### src/rtl/uart_pkg.sv
// rtl/uart_pkg.sv - shared UART state type and bit-timing helper
package uart_pkg;

  typedef enum logic [1:0] {IDLE, START, DATA, STOP} uart_tx_state_t;

  // Clocks per line bit, truncated; uart_rx uses the same rounding so a loopback stays aligned.
  function automatic int cycles_per_bit(input int clk_hz, input int bit_rate);
    return clk_hz / bit_rate;
  endfunction

endpackage

### src/rtl/uart_tx.sv
// rtl/uart_tx.sv - UART transmitter: start bit, LSB-first payload, stop bit(s), no parity
module uart_tx
  import uart_pkg::*;
#(
  parameter int BIT_RATE     = 115200,
  parameter int CLK_HZ       = 50000000,
  parameter int PAYLOAD_BITS = 8,
  parameter int STOP_BITS    = 1
) (
  input  logic                    clk,
  input  logic                    reset,
  output logic                    uart_txd,
  output logic                    uart_tx_busy,
  input  logic                    uart_tx_en,
  input  logic [PAYLOAD_BITS-1:0] uart_tx_data
);

  localparam int CPB = cycles_per_bit(CLK_HZ, BIT_RATE);
  localparam int CW  = $clog2(CPB + 1);
  localparam int IW  = $clog2(PAYLOAD_BITS);

  uart_tx_state_t          state;
  logic [CW-1:0]           cyc_cnt;
  logic [IW-1:0]           bit_idx;
  logic [PAYLOAD_BITS-1:0] shift_reg;
  logic                    bit_end;

  assign bit_end = (cyc_cnt == CW'(CPB - 1));

  always_ff @(posedge clk or posedge reset) begin
    if (reset) begin
      state        <= IDLE;
      uart_txd     <= 1'b1;
      uart_tx_busy <= 1'b0;
      cyc_cnt      <= '0;
      bit_idx      <= '0;
      shift_reg    <= '0;
    end else begin
      case (state)
        IDLE: begin
          uart_txd     <= 1'b1;
          uart_tx_busy <= 1'b0;
          if (uart_tx_en) begin
            shift_reg    <= uart_tx_data;
            state        <= START;
            uart_txd     <= 1'b0;
            uart_tx_busy <= 1'b1;
            cyc_cnt      <= '0;
            bit_idx      <= '0;
          end
        end
        START: begin
          if (bit_end) begin
            cyc_cnt   <= '0;
            state     <= DATA;
            uart_txd  <= shift_reg[0];
            shift_reg <= shift_reg >> 1;
          end else begin
            cyc_cnt <= cyc_cnt + CW'(1);
          end
        end
        DATA: begin
          if (bit_end) begin
            cyc_cnt <= '0;
            if (bit_idx == IW'(PAYLOAD_BITS - 1)) begin
              // Stop level is driven here so the line never dips between data and stop.
              state    <= STOP;
              uart_txd <= 1'b1;
              bit_idx  <= '0;
            end else begin
              bit_idx   <= bit_idx + IW'(1);
              uart_txd  <= shift_reg[0];
              shift_reg <= shift_reg >> 1;
            end
          end else begin
            cyc_cnt <= cyc_cnt + CW'(1);
          end
        end
        STOP: begin
          uart_txd <= 1'b1;
          if (bit_end) begin
            cyc_cnt <= '0;
            if (bit_idx == IW'(STOP_BITS - 1)) begin
              state        <= IDLE;
              uart_tx_busy <= 1'b0;
              bit_idx      <= '0;
            end else begin
              bit_idx <= bit_idx + IW'(1);
            end
          end else begin
            cyc_cnt <= cyc_cnt + CW'(1);
          end
        end
        default: begin
          state        <= IDLE;
          uart_txd     <= 1'b1;
          uart_tx_busy <= 1'b0;
        end
      endcase
    end
  end

endmodule
### config.mk
export PLATFORM = sky130hd
export DESIGN_NAME = uart_tx
export DESIGN_NICKNAME = d
export VERILOG_FILES = /design/src/rtl/uart_pkg.sv /design/src/rtl/uart_tx.sv
export SDC_FILE = /design/constraint.sdc
export NUM_CORES = 1
export LEC_CHECK = 0
export CORE_UTILIZATION = 25
export CTS_CLUSTER_SIZE = 16
export DETAILED_ROUTE_END_ITERATION = 12
export PLACE_DENSITY_LB_ADDON = 0.05
export SLEW_MARGIN = 25
export SYNTH_ARGS = -nofsm -noshare
export SYNTH_HDL_FRONTEND = slang
export SYNTH_SLANG_ARGS = --single-unit
### constraint.sdc
create_clock -name clk -period 1.9 [get_ports clk]
set_input_delay 0.57 -clock clk [delete_from_list [all_inputs] [get_ports clk]]
set_output_delay 0.57 -clock clk [all_outputs]
set_load 0.03 [all_outputs]
# After elaboration in Yosys (flattened, before gate mapping)
# Index checks and enable logic that the tools add are counted.
[classes]
add_sub_neg = 2
reduce_logical = 11
n_mux = 30
n_eq_ne = 12
[ops]
columns = ["cell", "count"]
rows = [
  ["two-way mux 8 bit", 4],
  ["one-hot mux 8 bit (3 select lines)", 1],
  ["two-way mux 9 bit", 2],
  ["one-hot mux 9 bit (2 select lines)", 1],
  ["two-way mux 3 bit", 5],
  ["!= test 2 bit (second input constant)", 7],
  ["two-way mux 2 bit", 6],
  ["adder 9 x 1 -> 9 bit (second input constant)", 1],
  ["== test 9 bit (second input constant)", 1],
  ["one-hot mux 3 bit (3 select lines)", 1],
  ["one-hot mux 2 bit (4 select lines)", 1],
  ["two-way mux 1 bit", 7],
  ["AND reduction 6 bit", 1],
  ["nonzero test 3 bit", 2],
  ["AND reduction 5 bit", 1],
  ["== test 2 bit (second input constant)", 2],
  ["one-hot mux 1 bit (4 select lines)", 1],
  ["AND reduction 4 bit", 1],
  ["adder 3 x 1 -> 3 bit (second input constant)", 1],
  ["== test 3 bit (second input constant)", 1],
  ["logical NOT 3 bit", 1],
  ["AND reduction 3 bit", 1],
  ["OR reduction 3 bit", 1],
  ["== test 2 x 1 -> 1 bit (second input constant)", 1],
  ["other kinds (4)", 4],
]
[word_totals]
ff_bits = 24
output_inout_bits = 2
elab_cells = 61
inputBits = 11

# Logic depth before layout (Yosys ltp)
[logic_depth]
word_depth = 4
mapped_depth = 7
ltp_nobuf = 6

# Worst setup path before layout
# OpenSTA, ideal clock, no wires.
[synth_timing]
path_kind = "register to register"
start = "reg state[0]"
end = "reg shift_reg[0]"
required_time_ns = 1.775
synth_period_minus_slack_ns = 1.797
setup_time_ns = 0.125
t_arrival_ns = 1.672
stages_incl_launch_ff = 8
path_slack_ns = 0.103
path_buffers = 1
cell_sequence = "dfrtp_1 -> inv_1 -> ha_1 -> nand2b_1 -> clkbuf_1 -> nand2_1 -> a21oi_4 -> mux2_2"
[synth_between]
elab_chain_cells = 3
word_cells_on_any_way = 10
cone_classes = "eq/ne: 6; mux: 1; reduce/logical: 3"
[synth_rtl]
columns = ["element", "line_no", "text"]
rows = [
  ["from (decl)", "uart_tx.sv:22", "uart_tx_state_t state;"],
  ["from (signal assigned)", "uart_tx.sv:32", "state <= IDLE;"],
  ["from (signal assigned)", "uart_tx.sv:45", "state <= START;"],
  ["from (signal assigned)", "uart_tx.sv:55", "state <= DATA;"],
  ["== test 2 bit, or another cell as far along", "uart_tx.sv:39", "case (state)"],
  ["!= test 2 bit (no line) or nonzero test 3 bit (tied branches)", "n/a", ""],
  ["AND reduction 5 bit (no line)", "n/a", ""],
  ["to (signal assigned)", "uart_tx.sv:44", "shift_reg <= uart_tx_data;"],
  ["to (signal assigned)", "uart_tx.sv:57", "shift_reg <= shift_reg >> 1;"],
  ["to (signal assigned)", "uart_tx.sv:73", "shift_reg <= shift_reg >> 1;"],
  ["to (decl)", "uart_tx.sv:25", "logic [PAYLOAD_BITS-1:0] shift_reg;"],
]
# Several ways; a longest one is shown, not always the timed one.
# A chain may end at the register's enable or synchronous reset.

# Final worst setup path
[layout_timing]
start = "reg bit_idx[0]"
end = "reg shift_reg[6]"
[layout_between]
elab_chain_cells = 3
[layout_rtl]
columns = ["element", "line_no", "text"]
rows = [
  ["from (decl)", "uart_tx.sv:24", "logic [IW-1:0] bit_idx;"],
  ["from (signal assigned)", "uart_tx.sv:71", "bit_idx <= bit_idx + IW'(1);"],
  ["from (signal assigned)", "uart_tx.sv:88", "bit_idx <= bit_idx + IW'(1);"],
  ["== test 3 bit", "uart_tx.sv:65", "if (bit_idx == IW'(PAYLOAD_BITS - 1)) begin"],
  ["!= test 2 bit (no line)", "n/a", ""],
  ["AND reduction 5 bit (no line)", "n/a", ""],
]
# No other way between the ends.

==> results.tsv <==
stage	metric	value	unit
run_status	status	completed	
floorplan	num_io_pins	13	
critical_path	cp.required	2060	ps
pwr	vdd_drop_max	199	µV
placement	gp_congestion	0.722	
grt	overflow	0	
critical_path	worst_setup_path_start_kind	flop	
critical_path	path_cells	ha_1, ha_1, a21oi_2, nand2_2, a21oi_4, buf_12, mux2_2	
timing	rsz0062_at_grt	no	
finish	multiInputGateArea	816	µm²
drt	wl_per_cell	13.4	µm
drt	drtPass1Iterations	4	
grt	grt_max_degree	25	
yosys	synth.avg_cell_area	10.5	µm²
drt	wirelength	3170	µm
timing	finalHoldViolations	0	
finish	post-route-util	0.332	
critical_path	crit_top_cell	ha_1	
finish	nNetsFinal	186	
finish	syn_to_final_growth	27.3	%
critical_path	worstSetupPathType	reg -> reg	
yosys	ys_types	37	
critical_path	path_max_fanout	8	
floorplan	start_util	0.261	
cts	insertion_delay	270	ps
cts	clkTransAtPathRegs	90	ps
min_path	hp-class	reg -> reg	
floorplan	die-area	6050	µm²
drt	route.vias.total	1100	
yosys	ys_seq_elements	24	
grt	grt_usage	0.115	
drt	ant_nets	0	
pwr	power.density	496	nW/µm²
yosys	synth_edf_count	0	
cts	clkSinkCount	24	
pwr	power.leakage	0.000816	µW
yosys	ys_warn_count	0	
yosys	ys_seq_area_frac	0.419	
yosys	netlist_area	1440	µm²
drt	route.detailed.drc	0	
critical_path	crit_arrival	1970	ps
timing	skew	3.12	ps
finish	antenna_cells	0	
timing	relSlewSlack	0.711	
placement	place_inst	229	
timing	finalSetupTns	0	ps
finish	final_common_cell	dfrtp_1	
timing	tightestPinTransition	430	ps
critical_path	path_delay_family	adder cells	
cts	hold_buffers	0	
critical_path	crit_buf_inv	1	
floorplan	fp-row-count	27	
drt	drt_iter0_markers	42	
grt	grt_pass1_vias	1155	
timing	slew_violations	0	
cts	cts_tree	yes	
finish	post_layout_nonfiller_instances	236	
yosys	syn_inst	137	
yosys	synthFlopType	dfrtp_1	
floorplan	core_area	5510	µm²
grt	antenna_found_initial	0	
placement	hpwl	2380	µm
timing	min_period_over_period	0.950	
yosys	async_reset_ff_frac	1.00	
finish	drive_gt1_frac	0.299	
critical_path	endpoint_kind	flop	
critical_path	cp_slowest_cell	dfrtp_1	
cts	numCtsBuffers	3	
placement	portBuffers	12	
placement	dp_slack	-172	ps
yosys	synth_nets	158	
finish	most-common-layout-cells	23 x dfrtp_1, 16 x mux2_2, 13 x buf_4, 10 x clkdlybuf4s50_1, 9 x nand2_1	
timing	layout_setup_ws	94.2	ps
timing	fin_crit	1810	ps
floorplan	fp.dieH	77.8	µm
cts	clock_path_buffers	2	
critical_path	max_stage_delay	410	ps
timing	max_freq	554	MHz
finish	fillers	582	
cts	htreeDepth	1	
floorplan	die_w	77.8	µm
finish	regArea	602	µm²
drt	post_drt_via_cell_ratio	4.66	
flow_run	drv_cap	0	
finish	largest_reg_flops	9	
cts	cts_root_buf	clkbuf_8	
timing	setup_viol	0	
grt	grt_pass1_wl	5370	µm
routing by layer:
layer / up-vias / wire [µm] / part of all wire / global-route usage
met2: 11 / 1590 / 0.50 / 0.203
met4: 0 / 47 / 0.015 / 0.0472
met1: 538 / 1470 / 0.46 / 0.139
met3: 5 / 66 / 0.021 / 0.0176
met5: - / 0 / 0 / 0
li1: 546 / - / - / -
worst paths after layout:
path | from | to | slack (ps) | cells after the start
hold reg to reg | uart_txd$_DFFE_PP1P_ | uart_txd$_DFFE_PP1P_ | 480 | 2
setup / recovery | bit_idx[0]$_DFFE_PP0P_ | shift_reg[6]$_DFFE_PP0P_ | 90 | 7
min in group asynchronous | reset | cyc_cnt[7]$_DFFE_PP0N_ | 650 | 3
setup reg to reg | bit_idx[0]$_DFFE_PP0P_ | shift_reg[6]$_DFFE_PP0P_ | 90 | 7
max in group asynchronous | reset | uart_txd$_DFFE_PP1P_ | 950 | 3
hold / removal | uart_txd$_DFFE_PP1P_ | uart_txd$_DFFE_PP1P_ | 480 | 2
repair_timing:
action	4_1_cts	5_1_grt
pin swaps	0	1
setup endpoints to repair	10	15
buffers inserted	1	2
resized for setup	2	8
final cells by class:
cell class | instances | share of cell area
Multi-Input combinational cell | 102 | 0.446
Sequential cell | 24 | 0.329
Timing Repair Buffer | 26 | 0.129
Tap cell | 72 | 0.0493
Clock buffer | 4 | 0.0301
Inverter | 8 | 0.0164
stage by stage:
stage	total power, µW	cell area (µm²)	hold slack [ps]
floorplan	529	1440	474
global placement	556	1720	464
detailed placement	557	1720	467
CTS	936	1790	480
global route	951	1830	509
finish	907	1830	475
synth_stat cells, types with 2 or more instances:
| cell type | n | area, µm² |
|---|---|---|
| a21o_1 | 3 | 22.5 |
| a21oi_1 | 6 | 30.0 |
| a21oi_2 | 2 | 17.5 |
| a31oi_1 | 3 | 18.8 |
| clkbuf_1 | 2 | 7.51 |
| dfrtp_1 | 23 | 576 |
| ha_1 | 10 | 125 |
| inv_1 | 8 | 30.0 |
| mux2_1 | 2 | 22.5 |
| mux2_2 | 16 | 180 |
| mux2i_1 | 2 | 20.0 |
| nand2_1 | 10 | 37.5 |
| nand2b_1 | 6 | 37.5 |
| nand3_1 | 3 | 15.0 |
| nand4_1 | 2 | 12.5 |
| nor2_1 | 6 | 22.5 |
| nor2b_1 | 2 | 12.5 |
| nor3_1 | 3 | 15.0 |
| o21ai_0 | 9 | 45.0 |
| o22ai_1 | 2 | 12.5 |
cells by family after synthesis:
group	after synthesis	share of synthesized area
xor gates and xnor gates	1	0.00610
AOI/OAI and AO/OA	31	0.151
DFF	24	0.419
and+or+nand+nor	40	0.153
muxes	20	0.155
adders and majority gates	10	0.0871
buffers and inverters	11	0.0287
power by group:
part           leakage [µW]  switching, µW  internal, µW
Sequential         0.000307              0           510
Combinational      0.000481           14.0          21.2
Clock             0.0000288            176           185
tightest hold or removal path, stage by stage (launching register included):
cell	delay, ps
dfstp_2	370
inv_1	50
mux2i_1	60
No activity file was read; power rests on OpenSTA's default activity.
==> RTL edit, RTL diff (config.mk and constraints unchanged) <==
Reset style: synchronous (`reset`), changed in one clocked block.
--- a/src/rtl/uart_tx.sv
+++ b/src/rtl/uart_tx.sv
@@ -29,3 +29,3 @@
 
-  always_ff @(posedge clk or posedge reset) begin
+  always_ff @(posedge clk) begin
     if (reset) begin
Formal check against the unedited RTL: differs if reset is asserted again (counterexample within 4 cycles, from zero or initial values and one cycle with reset high); with reset held inactive, the same outputs for 10 cycles.
==> RTL edit against the original RTL <==
Sequential share of layout area is 6.5 points lower. Register-to-register slack gained 30 ps. Fmax is 1.6% lower. Final cell count rose by 10%. Final area shrank 0.41%. Setup slack got worse by 30 ps. Synthesized area hardly changed. Synthesized cell count rose by 20%. Sequential cell count stayed put. Wire length rose by 13%. Die area is essentially flat.
Power is not compared: it rests on default switching activity, and its combinational part moved more than twofold at a synthesized area within 25%.
==> RTL edit: results (changes against the original RTL) <==
asr flop ratio synth 0% (-100 points); internal power about 1500 uW; first-pass GRT wire length 5910 um (+10%); Clk pwr share 18.3%; Signal buffers 30 (+15%); H-tree Lvls 1 (unchanged); clk_buf instances 3 (-1); count of multi-input combinational gates 123 (+21%); Compound-Gate Fraction of Synth Area 23.5% (+8.4 points); share of cells above drive strength 1 16.5% (-13 points); Inverters 7 (-1); R2R Path Start cyc_cnt[1]; Crit path max-delay family buffers and inverters; status completed; syn avg cell area 8.77 um^2 (-16%); pre-CTS setup slack -113 ps (+58.3 ps); placed cell area 1740 um^2 (+1.0%); synth cell count leaders dfxtp_1, nand2_1, a21oi_1; cts repair resizes 0 (-2); xor/xnor cell area share of the yosys netlist 0% (-0.61 points); port bufs 12 (unchanged); CP max stage cell clkdlybuf4s50_1; Final nets 210 (+13%); Synth cell types 44 (+19%); final instance area 1820 um^2 (-0.41%); Placed Cells 256 (+12%); total track usage 12.4% (+0.86 points); mapped cell area 1440 um^2 (about the same); Synth Area in Adders 8.70% (about the same); starting DRC count in detailed routing 47 (+12%); largest net degree at the start of global routing 17 (-32%); crit-path max FO 2 (-6); Post-Syn Nets 185 (+17%); vias in the first global route 1222 (+5.8%); crit path from uart_tx_busy; largest cells by area after synthesis dfxtp_1, ha_1, mux2i_1; fraction of area in multi-input gates 48.5% (+3.8 points); Seq/Total Area, Yosys 33.4% (-8.5 points); post-synthesis mux area share 6.96% (-8.5 points); CP max stage delay 660 ps (+250 ps); Fill cells 609 (+4.6%); clock network area share 3.92% (+0.91 points); Seq/total area 26.4% (-6.5 points); Fin Clk Skew 1.39 ps (-1.73 ps); post-CTS setup buffers 0 (-1); Total Wirelength 3590 um (+13%); Arr. time, crit path 1270 ps (-700 ps); Non-clock buffer share 14.8% (+2.0 points); WL/cell 13.8 um (+2.9%); hpwl dp 2660 um (+12%); GPL Wtd Cong 0.808 (+12%); Worst Tran Pin Value 444 ps (+13.9 ps); vias per cell 5.01 (+7.5%); Yosys warnings 0 (unchanged); hold_sp uart_tx_busy
==> RTL edit: changes by cell type after synthesis, moves of 3 or more <==
| cell | delta |
|---|---|
| nand2_1 | +5 |
| a311oi_1 | +9 |
| mux2_2 | -16 |
| nand2b_1 | -3 |
| buf_2 | +3 |
| dfxtp_1 | +24 |
| nor2_1 | +5 |
| mux2i_1 | +8 |
| a21oi_1 | +8 |
| o21ai_0 | -5 |
| nor2b_1 | +3 |
| dfrtp_1 | -23 |
==> RTL edit: worst paths after layout <==
kind,depth (start not counted),slack (ps),to
worst min-delay path,2,480,uart_tx_busy
worst max register to register,6,120,state[0]
worst max-delay path,1,60,uart_tx_busy
worst min register to register,2,480,uart_tx_busy
==> RTL edit: metal layers <==
metal / global-route usage (%) / wire (um)
met5: 0 / 0
met4: 4.34 / 38
met3: 1.88 / 93
met2: 20.0 / 1680
met1: 16.6 / 1780
==> RTL edit: worst min-delay path: stages, from the launching register on <==
cell     delay, ps
dfxtp_1        320
o21ai_0         60
a21oi_1         60
